**src/rtl/mem_arbiter_if.sv**
```systemverilog
// Bus bundle between two requesters, the arbiter and a single-port synchronous memory.
interface mem_arbiter_if #(
   parameter int unsigned ADDR_WIDTH = 6,
   parameter int unsigned DATA_WIDTH = 16
);
   logic                  req0;
   logic                  req1;
   logic                  we0;
   logic                  we1;
   logic [ADDR_WIDTH-1:0] addr0;
   logic [ADDR_WIDTH-1:0] addr1;
   logic [DATA_WIDTH-1:0] wdata0;
   logic [DATA_WIDTH-1:0] wdata1;
   logic                  gnt0;
   logic                  gnt1;
   logic                  rvalid0;
   logic                  rvalid1;
   logic [DATA_WIDTH-1:0] rdata0;
   logic [DATA_WIDTH-1:0] rdata1;
   logic                  mem_we;
   logic [ADDR_WIDTH-1:0] mem_addr;
   logic [DATA_WIDTH-1:0] mem_data;
   logic [DATA_WIDTH-1:0] mem_out;

   // Arbiter side.
   modport slave (
      input  req0, req1, we0, we1, addr0, addr1, wdata0, wdata1, mem_out,
      output gnt0, gnt1, rvalid0, rvalid1, rdata0, rdata1, mem_we, mem_addr, mem_data
   );

   // Requesters plus memory side.
   modport master (
      output req0, req1, we0, we1, addr0, addr1, wdata0, wdata1, mem_out,
      input  gnt0, gnt1, rvalid0, rvalid1, rdata0, rdata1, mem_we, mem_addr, mem_data
   );
endinterface

```
**src/rtl/mem_arbiter.sv**
```systemverilog
// Two-requester arbiter for one single-port memory: alternating ownership on contention,
// bounded bursts, registered grants and per-requester read-valid tracking.
module mem_arbiter #(
   parameter int unsigned ADDR_WIDTH = 6,
   parameter int unsigned DATA_WIDTH = 16,
   parameter int unsigned MAX_BURST  = 4
) (
   input  logic         clk,
   input  logic         rst_n,
   mem_arbiter_if.slave bus
);

   typedef enum logic [1:0] {
      IDLE = 2'd0,
      OWN0 = 2'd1,
      OWN1 = 2'd2
   } state_t;

   localparam logic [3:0] BURST_LIMIT = 4'(MAX_BURST);

   state_t     state_q, state_d;
   logic       last_q, last_d;
   logic [3:0] cnt_q, cnt_d;
   logic       gnt0_q, gnt0_d;
   logic       gnt1_q, gnt1_d;
   logic       rvalid0_q, rvalid0_d;
   logic       rvalid1_q, rvalid1_d;

   logic       acc0;
   logic       acc1;
   logic [3:0] cnt_inc;

   assign acc0    = (state_q == OWN0) && bus.req0;
   assign acc1    = (state_q == OWN1) && bus.req1;
   assign cnt_inc = cnt_q + 4'd1;

   assign bus.mem_we   = acc0 ? bus.we0    : (acc1 ? bus.we1    : 1'b0);
   assign bus.mem_addr = acc0 ? bus.addr0  : (acc1 ? bus.addr1  : '0);
   assign bus.mem_data = acc0 ? bus.wdata0 : (acc1 ? bus.wdata1 : '0);

   assign bus.gnt0    = gnt0_q;
   assign bus.gnt1    = gnt1_q;
   assign bus.rvalid0 = rvalid0_q;
   assign bus.rvalid1 = rvalid1_q;
   assign bus.rdata0  = bus.mem_out;
   assign bus.rdata1  = bus.mem_out;

   always_comb begin
      state_d = state_q;
      last_d  = last_q;
      cnt_d   = cnt_q;
      unique case (state_q)
         IDLE: begin
            // On contention the requester that did not own last wins.
            if (bus.req0 && (!bus.req1 || last_q)) begin
               state_d = OWN0;
            end else if (bus.req1) begin
               state_d = OWN1;
            end
         end
         OWN0: begin
            if (!bus.req0) begin
               state_d = bus.req1 ? OWN1 : IDLE;
            end else if (cnt_inc == BURST_LIMIT) begin
               if (bus.req1) begin
                  state_d = OWN1;
               end else begin
                  cnt_d = '0;
               end
            end else begin
               cnt_d = cnt_inc;
            end
         end
         OWN1: begin
            if (!bus.req1) begin
               state_d = bus.req0 ? OWN0 : IDLE;
            end else if (cnt_inc == BURST_LIMIT) begin
               if (bus.req0) begin
                  state_d = OWN0;
               end else begin
                  cnt_d = '0;
               end
            end else begin
               cnt_d = cnt_inc;
            end
         end
         default: state_d = IDLE;
      endcase

      // Entry into an owner state: record the owner and restart the burst count.
      if ((state_d != state_q) && (state_d != IDLE)) begin
         last_d = (state_d == OWN1);
         cnt_d  = '0;
      end

      gnt0_d    = (state_d == OWN0);
      gnt1_d    = (state_d == OWN1);
      rvalid0_d = acc0 && !bus.we0;
      rvalid1_d = acc1 && !bus.we1;
   end

   always_ff @(posedge clk or negedge rst_n) begin
      if (!rst_n) begin
         state_q   <= IDLE;
         last_q    <= 1'b1;
         cnt_q     <= '0;
         gnt0_q    <= 1'b0;
         gnt1_q    <= 1'b0;
         rvalid0_q <= 1'b0;
         rvalid1_q <= 1'b0;
      end else begin
         state_q   <= state_d;
         last_q    <= last_d;
         cnt_q     <= cnt_d;
         gnt0_q    <= gnt0_d;
         gnt1_q    <= gnt1_d;
         rvalid0_q <= rvalid0_d;
         rvalid1_q <= rvalid1_d;
      end
   end

endmodule

```
**src/flat_wrapper.sv**
```systemverilog
// flat-port wrapper written by rule: the top's interface ports become plain ports
module mem_arbiter_flat 
#(
   parameter int unsigned ADDR_WIDTH = 6,
   parameter int unsigned DATA_WIDTH = 16,
   parameter int unsigned MAX_BURST  = 4
)
  (clk, rst_n, bus_req0, bus_req1, bus_we0, bus_we1, bus_addr0, bus_addr1, bus_wdata0, bus_wdata1, bus_mem_out, bus_gnt0, bus_gnt1, bus_rvalid0, bus_rvalid1, bus_rdata0, bus_rdata1, bus_mem_we, bus_mem_addr, bus_mem_data);
  mem_arbiter_if #(.ADDR_WIDTH(ADDR_WIDTH), .DATA_WIDTH(DATA_WIDTH)) bus_i ();
  input  logic clk;
  input  logic rst_n;
  input wire logic [$bits(bus_i.req0)-1:0] bus_req0;
  input wire logic [$bits(bus_i.req1)-1:0] bus_req1;
  input wire logic [$bits(bus_i.we0)-1:0] bus_we0;
  input wire logic [$bits(bus_i.we1)-1:0] bus_we1;
  input wire logic [$bits(bus_i.addr0)-1:0] bus_addr0;
  input wire logic [$bits(bus_i.addr1)-1:0] bus_addr1;
  input wire logic [$bits(bus_i.wdata0)-1:0] bus_wdata0;
  input wire logic [$bits(bus_i.wdata1)-1:0] bus_wdata1;
  input wire logic [$bits(bus_i.mem_out)-1:0] bus_mem_out;
  output wire logic [$bits(bus_i.gnt0)-1:0] bus_gnt0;
  output wire logic [$bits(bus_i.gnt1)-1:0] bus_gnt1;
  output wire logic [$bits(bus_i.rvalid0)-1:0] bus_rvalid0;
  output wire logic [$bits(bus_i.rvalid1)-1:0] bus_rvalid1;
  output wire logic [$bits(bus_i.rdata0)-1:0] bus_rdata0;
  output wire logic [$bits(bus_i.rdata1)-1:0] bus_rdata1;
  output wire logic [$bits(bus_i.mem_we)-1:0] bus_mem_we;
  output wire logic [$bits(bus_i.mem_addr)-1:0] bus_mem_addr;
  output wire logic [$bits(bus_i.mem_data)-1:0] bus_mem_data;
  assign bus_i.req0 = bus_req0;
  assign bus_i.req1 = bus_req1;
  assign bus_i.we0 = bus_we0;
  assign bus_i.we1 = bus_we1;
  assign bus_i.addr0 = bus_addr0;
  assign bus_i.addr1 = bus_addr1;
  assign bus_i.wdata0 = bus_wdata0;
  assign bus_i.wdata1 = bus_wdata1;
  assign bus_i.mem_out = bus_mem_out;
  assign bus_gnt0 = bus_i.gnt0;
  assign bus_gnt1 = bus_i.gnt1;
  assign bus_rvalid0 = bus_i.rvalid0;
  assign bus_rvalid1 = bus_i.rvalid1;
  assign bus_rdata0 = bus_i.rdata0;
  assign bus_rdata1 = bus_i.rdata1;
  assign bus_mem_we = bus_i.mem_we;
  assign bus_mem_addr = bus_i.mem_addr;
  assign bus_mem_data = bus_i.mem_data;
  mem_arbiter #(.ADDR_WIDTH(ADDR_WIDTH), .DATA_WIDTH(DATA_WIDTH), .MAX_BURST(MAX_BURST)) u_core (.clk(clk), .rst_n(rst_n), .bus(bus_i));
endmodule
```
**config.mk**
```make
export PLATFORM = sky130hd
export DESIGN_NAME = mem_arbiter_flat
export DESIGN_NICKNAME = d
export VERILOG_FILES = /design/src/rtl/mem_arbiter_if.sv /design/src/rtl/mem_arbiter.sv /design/src/flat_wrapper.sv
export SDC_FILE = /design/constraint.sdc
export NUM_CORES = 1
export LEC_CHECK = 0
export CAP_MARGIN = 5
export CORE_AREA = 2 2 48 50
export CTS_CLUSTER_DIAMETER = 60
export CTS_CLUSTER_SIZE = 30
export DETAILED_ROUTE_END_ITERATION = 6
export DIE_AREA = 0 0 50 52
export DONT_BUFFER_PORTS = 1
export PLACE_DENSITY = 0.68
export SKIP_LAST_GASP = 1
export SLEW_MARGIN = 20
export SYNTH_ARGS = -nofsm -noshare
export SYNTH_HDL_FRONTEND = slang
export SYNTH_SLANG_ARGS = --single-unit
```
**constraint.sdc**
```tcl
create_clock -name clk -period 3.26 [get_ports clk]
set_clock_uncertainty 0.1 [all_clocks]
set_input_delay 0.978 -clock clk [delete_from_list [all_inputs] [get_ports clk]]
set_output_delay 0.978 -clock clk [all_outputs]
set_load 0.02 [all_outputs]
```
==> results of run 1 <==
==> final cells by class <==
| cell class | count | area, µm² | area share |
|---|---|---|---|
| Inverter | 4 | 15.0 | 0.0167 |
| Multi-Input combinational cell | 68 | 528 | 0.589 |
| Clock inverter | 1 | 5.00 | 0.00558 |
| Clock buffer | 3 | 22.5 | 0.0251 |
| Sequential cell | 11 | 277 | 0.308 |
| Timing Repair Buffer | 2 | 15.0 | 0.0167 |
| Tap cell | 28 | 35.0 | 0.0391 |
==> layer usage <==
metal  share of wire  vias up  GRT usage
li1                -      359          -
met1            0.31      368      0.244
met2            0.50       65      0.368
met3            0.13       15      0.129
met4           0.061        0      0.194
met5               0        -          0
==> logic make-up (layout without fill, tap and decap cells) <==
kind of cell,count (synthesis),in the layout,share of synthesized area
AOI/OAI and AO/OA,44,44,0.315
buffers and inverters,45,10,0.268
adders and majority gates,1,1,0.0114
muxes,3,3,0.0273
and+or+nand+nor,20,20,0.126
DFF,11,11,0.252
==> registers in the layout (all words and copies together), names as in the netlist <==
signal and count:
u_core.cnt_q 4, u_core.state_q 2, u_core.bus.gnt0 1, u_core.bus.gnt1 1, u_core.bus.rvalid0 1, u_core.bus.rvalid1 1, u_core.last_q 1
==> worst paths after layout <==
check	startpoint	endpoint	slack [ns]	cells after the start
worst min-delay path	rst_n	u_core.bus.gnt1	0.29	0
worst max register to register	u_core.cnt_q[0]	u_core.state_q[0]	1.35	5
worst min register to register	u_core.last_q	u_core.last_q	0.49	2
min in group clk	u_core.last_q	u_core.last_q	0.49	2
max in group asynchronous	rst_n	u_core.last_q	2.61	0
worst max-delay path	bus_req0	bus_mem_data[10]	0.48	3
==> placed cells by master (no fill, tap or decap), types with 2 or more instances in the layout <==
cell,netlist,routed
sky130_fd_sc_hd__a22o_1,23,23
sky130_fd_sc_hd__dfrtp_1,10,10
sky130_fd_sc_hd__o21ai_0,6,6
sky130_fd_sc_hd__nor2_1,5,5
sky130_fd_sc_hd__inv_1,4,4
sky130_fd_sc_hd__a221oi_1,4,4
sky130_fd_sc_hd__nor3_1,3,3
sky130_fd_sc_hd__mux2i_1,3,3
sky130_fd_sc_hd__clkbuf_4,0,3
sky130_fd_sc_hd__and3b_1,2,2
sky130_fd_sc_hd__o31ai_1,2,2
sky130_fd_sc_hd__nor2b_1,2,2
sky130_fd_sc_hd__a21oi_1,2,2
sky130_fd_sc_hd__buf_4,32,2
==> power breakdown <==
group	internal, mW	total (mW)	switching, mW	leakage (nW)
combinational	0.0522	0.135	0.0823	0.229
clock	0.0455	0.0979	0.0524	0.0177
sequential	0.154	0.182	0.0283	0.142
==> stage by stage <==
step / hold WS, ns / utilization
4_1_cts: 0.281 / 0.426
6_report: 0.286 / 0.426
3_5_place_dp: 0.478 / 0.413
2_1_floorplan: 0.436 / -
3_3_place_gp: 0.461 / 0.413
5_1_grt: 0.279 / 0.426
==> cell usage after synthesis, types with 2 or more instances <==
library cell               count
sky130_fd_sc_hd__o21ai_0       6
sky130_fd_sc_hd__nor2b_1       2
sky130_fd_sc_hd__a21oi_1       2
sky130_fd_sc_hd__clkbuf_1      5
sky130_fd_sc_hd__dfrtp_1      10
sky130_fd_sc_hd__nor2_1        5
sky130_fd_sc_hd__o31ai_1       2
sky130_fd_sc_hd__buf_2         4
sky130_fd_sc_hd__mux2i_1       3
sky130_fd_sc_hd__buf_4        32
sky130_fd_sc_hd__and3b_1       2
sky130_fd_sc_hd__a221oi_1      4
sky130_fd_sc_hd__nor3_1        3
sky130_fd_sc_hd__inv_1         4
sky130_fd_sc_hd__a22o_1       23
==> metrics.txt, run 1 <==
maximum clock insertion buffer count 2; Netlist Area Pre-Place 1100 µm²; number of flops mapped to enable cells by yosys 0; buffer cell driving the clock tree root sky130_fd_sc_hd__clkbuf_4; final estimated routing congestion in global placement 0.951; Max transition margin 0.732; pin count of the biggest net entering global routing 27; critical path endpoint category output port; maximum fanout along the worst path 26; clk_lat worst skew 0.28 ns; power density over the cells around 460 nW/µm²; number of buffers created by CTS 3; peak clock frequency supported by timing 359 MHz; data required time at the worst endpoint around 2.2 ns; clock-pin slew on the worst setup and hold paths 0.08 ns; width of the die ~50 µm; vias per std cell 6.90; number of hold buffers added after CTS 0; Resized cells post-CTS 0; worst setup path class primary input to output port; area enclosed by the die boundary 2600 µm²; final hold violation count 0; clock sinks 11; first-pass GRT wire length 4.37 mm; setup repair bufs after CTS 0; HPWL after DPL 2.69 mm; detailed-routing iteration count for the pre-antenna-repair pass 4; Post-Syn Area per Cell approximately 9 µm²; number of nets produced by synthesis 191; number of synthesized register bits 11; DR vias about 810; Final Routed Wirelength 3.24 mm; Async S/R FF share, synth 1.00; count of buffer and inverter cells on the critical path 1; placeable core region 2110 µm²; number of max-slew violations in the final report 0; number of distinct library cells after synthesis 32; Slew @ Worst Pin ~0.40 ns; family of cells with the greatest summed delay on the critical path compound AO/OA/AOI/OAI gates; cells along the critical path and3b_1 -> buf_4 -> a22o_1; power consumption 0.415 mW; Antenna Nets Post-Route 0; number of standard cells in the layout, taps in and fillers out 117; final global-route overflow total 0; detailed-route DRC error count 0; type of origin of the critical path primary input; Worst path max stage delay about 0.32 ns; share of Yosys cell area claimed by the top area cell type 0.228; YS warnings 0; most used flip-flop cell after synthesis sky130_fd_sc_hd__dfrtp_1; site row count 17; number of DRC markers after the initial detailed-route iteration 32; Die Span Y 52 µm; total negative setup slack 0 ns; arrival time of data at the critical path endpoint 1.70 ns; total inserted antenna cells 0; Final Critical Period 2.78 ns; Worst Setup Slack post-DPL between 0.4 and 0.5 ns; run status finished, final reports clean; number of antenna violations at the first check in global routing 0; clock tree from TritonCTS yes; total instance count after detailed placement 113; Max Cap Viol 0; Top Ports 125; endpoints failing setup 0; final worst slack 0.478 ns; Static Leakage 0.389 nW; total placed instance area 870 µm²; Hold WC Path Type primary input to async pin; worst vdd ir ~230 µV; via count of the first global-routing pass 729; Syn Inst Count around 120; starting density of the core 0.522; routed length per instance 27.7 µm; cell type contributing the most total cell area after synthesis sky130_fd_sc_hd__dfrtp_1; CTS H-Tree Depth 1; number of filler instances in the final layout 205; total routing resource utilization after global routing 0.242; unrepaired setup endpoints after global routing false; portion of the clock cycle consumed by the worst path in the final layout 0.853; Area Overhead vs Synth -18.3%; Buffers on Ports 0; biggest area contributors in the synthesized netlist sky130_fd_sc_hd__dfrtp_1 23%, sky130_fd_sc_hd__buf_4 22%, sky130_fd_sc_hd__a22o_1 18%, sky130_fd_sc_hd__a221oi_1 3.2%, sky130_fd_sc_hd__mux2i_1 2.7%; post-route design area 897 µm²; fraction of layout cells with a size suffix above 1 0.112; slowest stage cell, crit path sky130_fd_sc_hd__a22o_1; Net count, final 157; share of synthesized area occupied by flip-flops and latches 0.252
No activity file was read; power rests on OpenSTA's default activity.
==> run 2: changes to the inputs <==
--- a/config.mk
+++ b/config.mk
@@ -6,13 +6,14 @@
 export NUM_CORES = 1
 export LEC_CHECK = 0
 export CAP_MARGIN = 5
-export CORE_AREA = 2 2 48 50
+export CORE_ASPECT_RATIO = 0.75
+export CORE_MARGIN = 2
+export CORE_UTILIZATION = 60
 export CTS_CLUSTER_DIAMETER = 60
 export CTS_CLUSTER_SIZE = 30
 export DETAILED_ROUTE_END_ITERATION = 6
-export DIE_AREA = 0 0 50 52
 export DONT_BUFFER_PORTS = 1
-export PLACE_DENSITY = 0.68
+export PLACE_DENSITY = 0.76
 export SKIP_LAST_GASP = 1
 export SLEW_MARGIN = 20
 export SYNTH_ARGS = -nofsm -noshare
==> constraint.sdc (replaced) <==
create_clock -name clk -period 3.35 [get_ports clk]
set_clock_uncertainty 0.1 [all_clocks]
set_input_delay 1.005 -clock clk [delete_from_list [all_inputs] [get_ports clk]]
set_output_delay 1.005 -clock clk [all_outputs]
set_load 0.02 [all_outputs]
==> run 2 against run 1 <==
  * Cell count fell by 4.3%
  * Critical path depth did not move
  * Register-to-register slack improved by 0.05 ns
  * Die area fell by 16%
  * Routed wire length fell by 27%
  * Highest routed layer unchanged
==> metrics.txt, run 2 (synthesis gave the netlist of run 1 again) <==
end of the worst register-to-register path u_core.bus.gnt0; area used by sequential logic in the layout 277 µm²; first-pass GRT wire length 3.06 mm; maximum fanout along the worst path 21; Max Cap Viol 0; setup slack on the worst flop-to-flop path 1.40 ns; total inserted antenna cells 0; power density over the cells roughly 450 nW/µm²; post-route design area between 900 and 1000 µm²; power consumption 0.408 mW; Resized cells post-CTS 0; detailed-routing iteration count for the pre-antenna-repair pass 4; type of origin of the critical path primary input; portion of the clock cycle consumed by the worst path in the final layout 0.864; Top Ports 125; most common library cell in the layout ignoring fill and taps sky130_fd_sc_hd__a22o_1; Static Leakage ~0.39 nW; Slew @ Worst Pin 0.364 ns; routed length per instance 21.2 µm; detailed-route DRC error count 0; arrival time of data at the critical path endpoint 1.79 ns; HPWL after DPL approximately 1.9 mm; fraction of layout cells with a size suffix above 1 0.111; worst reg2reg startpoint u_core.cnt_q[0]; final hold slack 0.313 ns; count of buffer and inverter cells on the critical path 1; Final Critical Period 2.90 ns; number of max-slew violations in the final report 0; pin count of the biggest net entering global routing 22; data required time at the worst endpoint around 2.2 ns; worst setup path class primary input to output port; Hold WC Path Type primary input to async pin; max FFs per register 4; family of cells with the greatest summed delay on the critical path simple AND/OR/NAND/NOR gates; top library cells by usage in the layout, fill and taps aside 23 x sky130_fd_sc_hd__a22o_1, 10 x sky130_fd_sc_hd__dfrtp_1, 6 x sky130_fd_sc_hd__o21ai_0, 5 x sky130_fd_sc_hd__nor2_1; placeable core region 1720 µm²; run status finished, final reports clean; final hold violation count 0; total area of multi-input combinational cells 528 µm²; number of antenna violations at the first check in global routing 0; critical path endpoint category output port; clock sinks 11; buffer cell driving the clock tree root sky130_fd_sc_hd__clkbuf_4; Buffers on Ports 0; DR vias 812; clock tree from TritonCTS yes; maximum clock insertion buffer count 2; worst vdd ir 243 µV; top flop regs u_core.cnt_q (4), u_core.state_q (2); number of buffers created by CTS 3; Final Routed Wirelength 2.38 mm; Worst path max stage delay approximately 0.31 ns; number of DRC markers after the initial detailed-route iteration 20; slowest stage cell, crit path sky130_fd_sc_hd__and3b_1; Area Overhead vs Synth -17.3%; width of the die roughly 53 µm; total routing resource utilization after global routing 0.208; total placed instance area just under 900 µm²; clk_lat worst skew 0.28 ns; CTS H-Tree Depth 1; number of filler instances in the final layout around 170; site row count 13; final global-route overflow total 0; Top reg by flops u_core.cnt_q; unrepaired setup endpoints after global routing false; final estimated routing congestion in global placement approximately 0.85; vias per std cell 7.25; endpoints failing setup 0; clock-pin slew on the worst setup and hold paths 0.07 ns; Antenna Nets Post-Route 0; via count of the first global-routing pass 642; total negative setup slack 0 ns; Net count, final 158; starting density of the core 0.637; Max transition margin 0.755; Die Span Y ~41 µm; peak clock frequency supported by timing 345 MHz; setup repair bufs after CTS 0; cells along the critical path and3b_1 -> buf_12 -> a22o_1; Worst R2R Path Depth 5; area enclosed by the die boundary 2190 µm²; number of hold buffers added after CTS 0; utilization after layout 0.527
## run 2: worst reg2reg max path: stages (launching register included)
cell                       delay [ns]
sky130_fd_sc_hd__dfrtp_1         0.47
sky130_fd_sc_hd__ha_1            0.24
sky130_fd_sc_hd__nor3b_4         0.37
sky130_fd_sc_hd__nor2_1          0.08
sky130_fd_sc_hd__a211o_1         0.31
sky130_fd_sc_hd__a221oi_1        0.28
## run 2: where the power goes
part | internal (mW) | leakage (nW) | switching (mW)
Combinational | 0.0544 | 0.237 | 0.0799
Clock | 0.0462 | 0.0150 | 0.0498
Sequential | 0.150 | 0.142 | 0.0277
## run 2: stage by stage
step	cells	setup WS, ns
floorplan	124	0.194
global placement	108	0.469
detailed placement	108	0.455
CTS	112	0.450
global route	112	0.395
finish	112	0.454
## run 2: how the worst max path moves through the flow
stage	start	endpoint	slack (ns)	depth (start not counted)
detailed placement	bus_req0	bus_mem_data[6]	0.46	3
finish	bus_req0	bus_mem_data[10]	0.45	3
global placement	bus_req0	bus_mem_addr[5]	0.47	3
CTS	bus_req0	bus_mem_data[6]	0.45	3
global route	bus_req0	bus_mem_addr[5]	0.39	3
floorplan	bus_req1	bus_mem_data[10]	0.19	5
## run 2: final cells by class
type	count	share of cell area
multi-input combinational	68	0.581
timing repair buffer	3	0.0386
tap	22	0.0303
clock buffer	4	0.0289
sequential	11	0.304
inverter	4	0.0165
## run 2: per-layer routing
metal | GRT usage | up-vias | wire [µm]
met4 | 0.154 | 0 | 148
met3 | 0.106 | 19 | 210
met1 | 0.246 | 376 | 945
met2 | 0.290 | 53 | 1070
li1 | - | 364 | -
met5 | 0 | - | 0
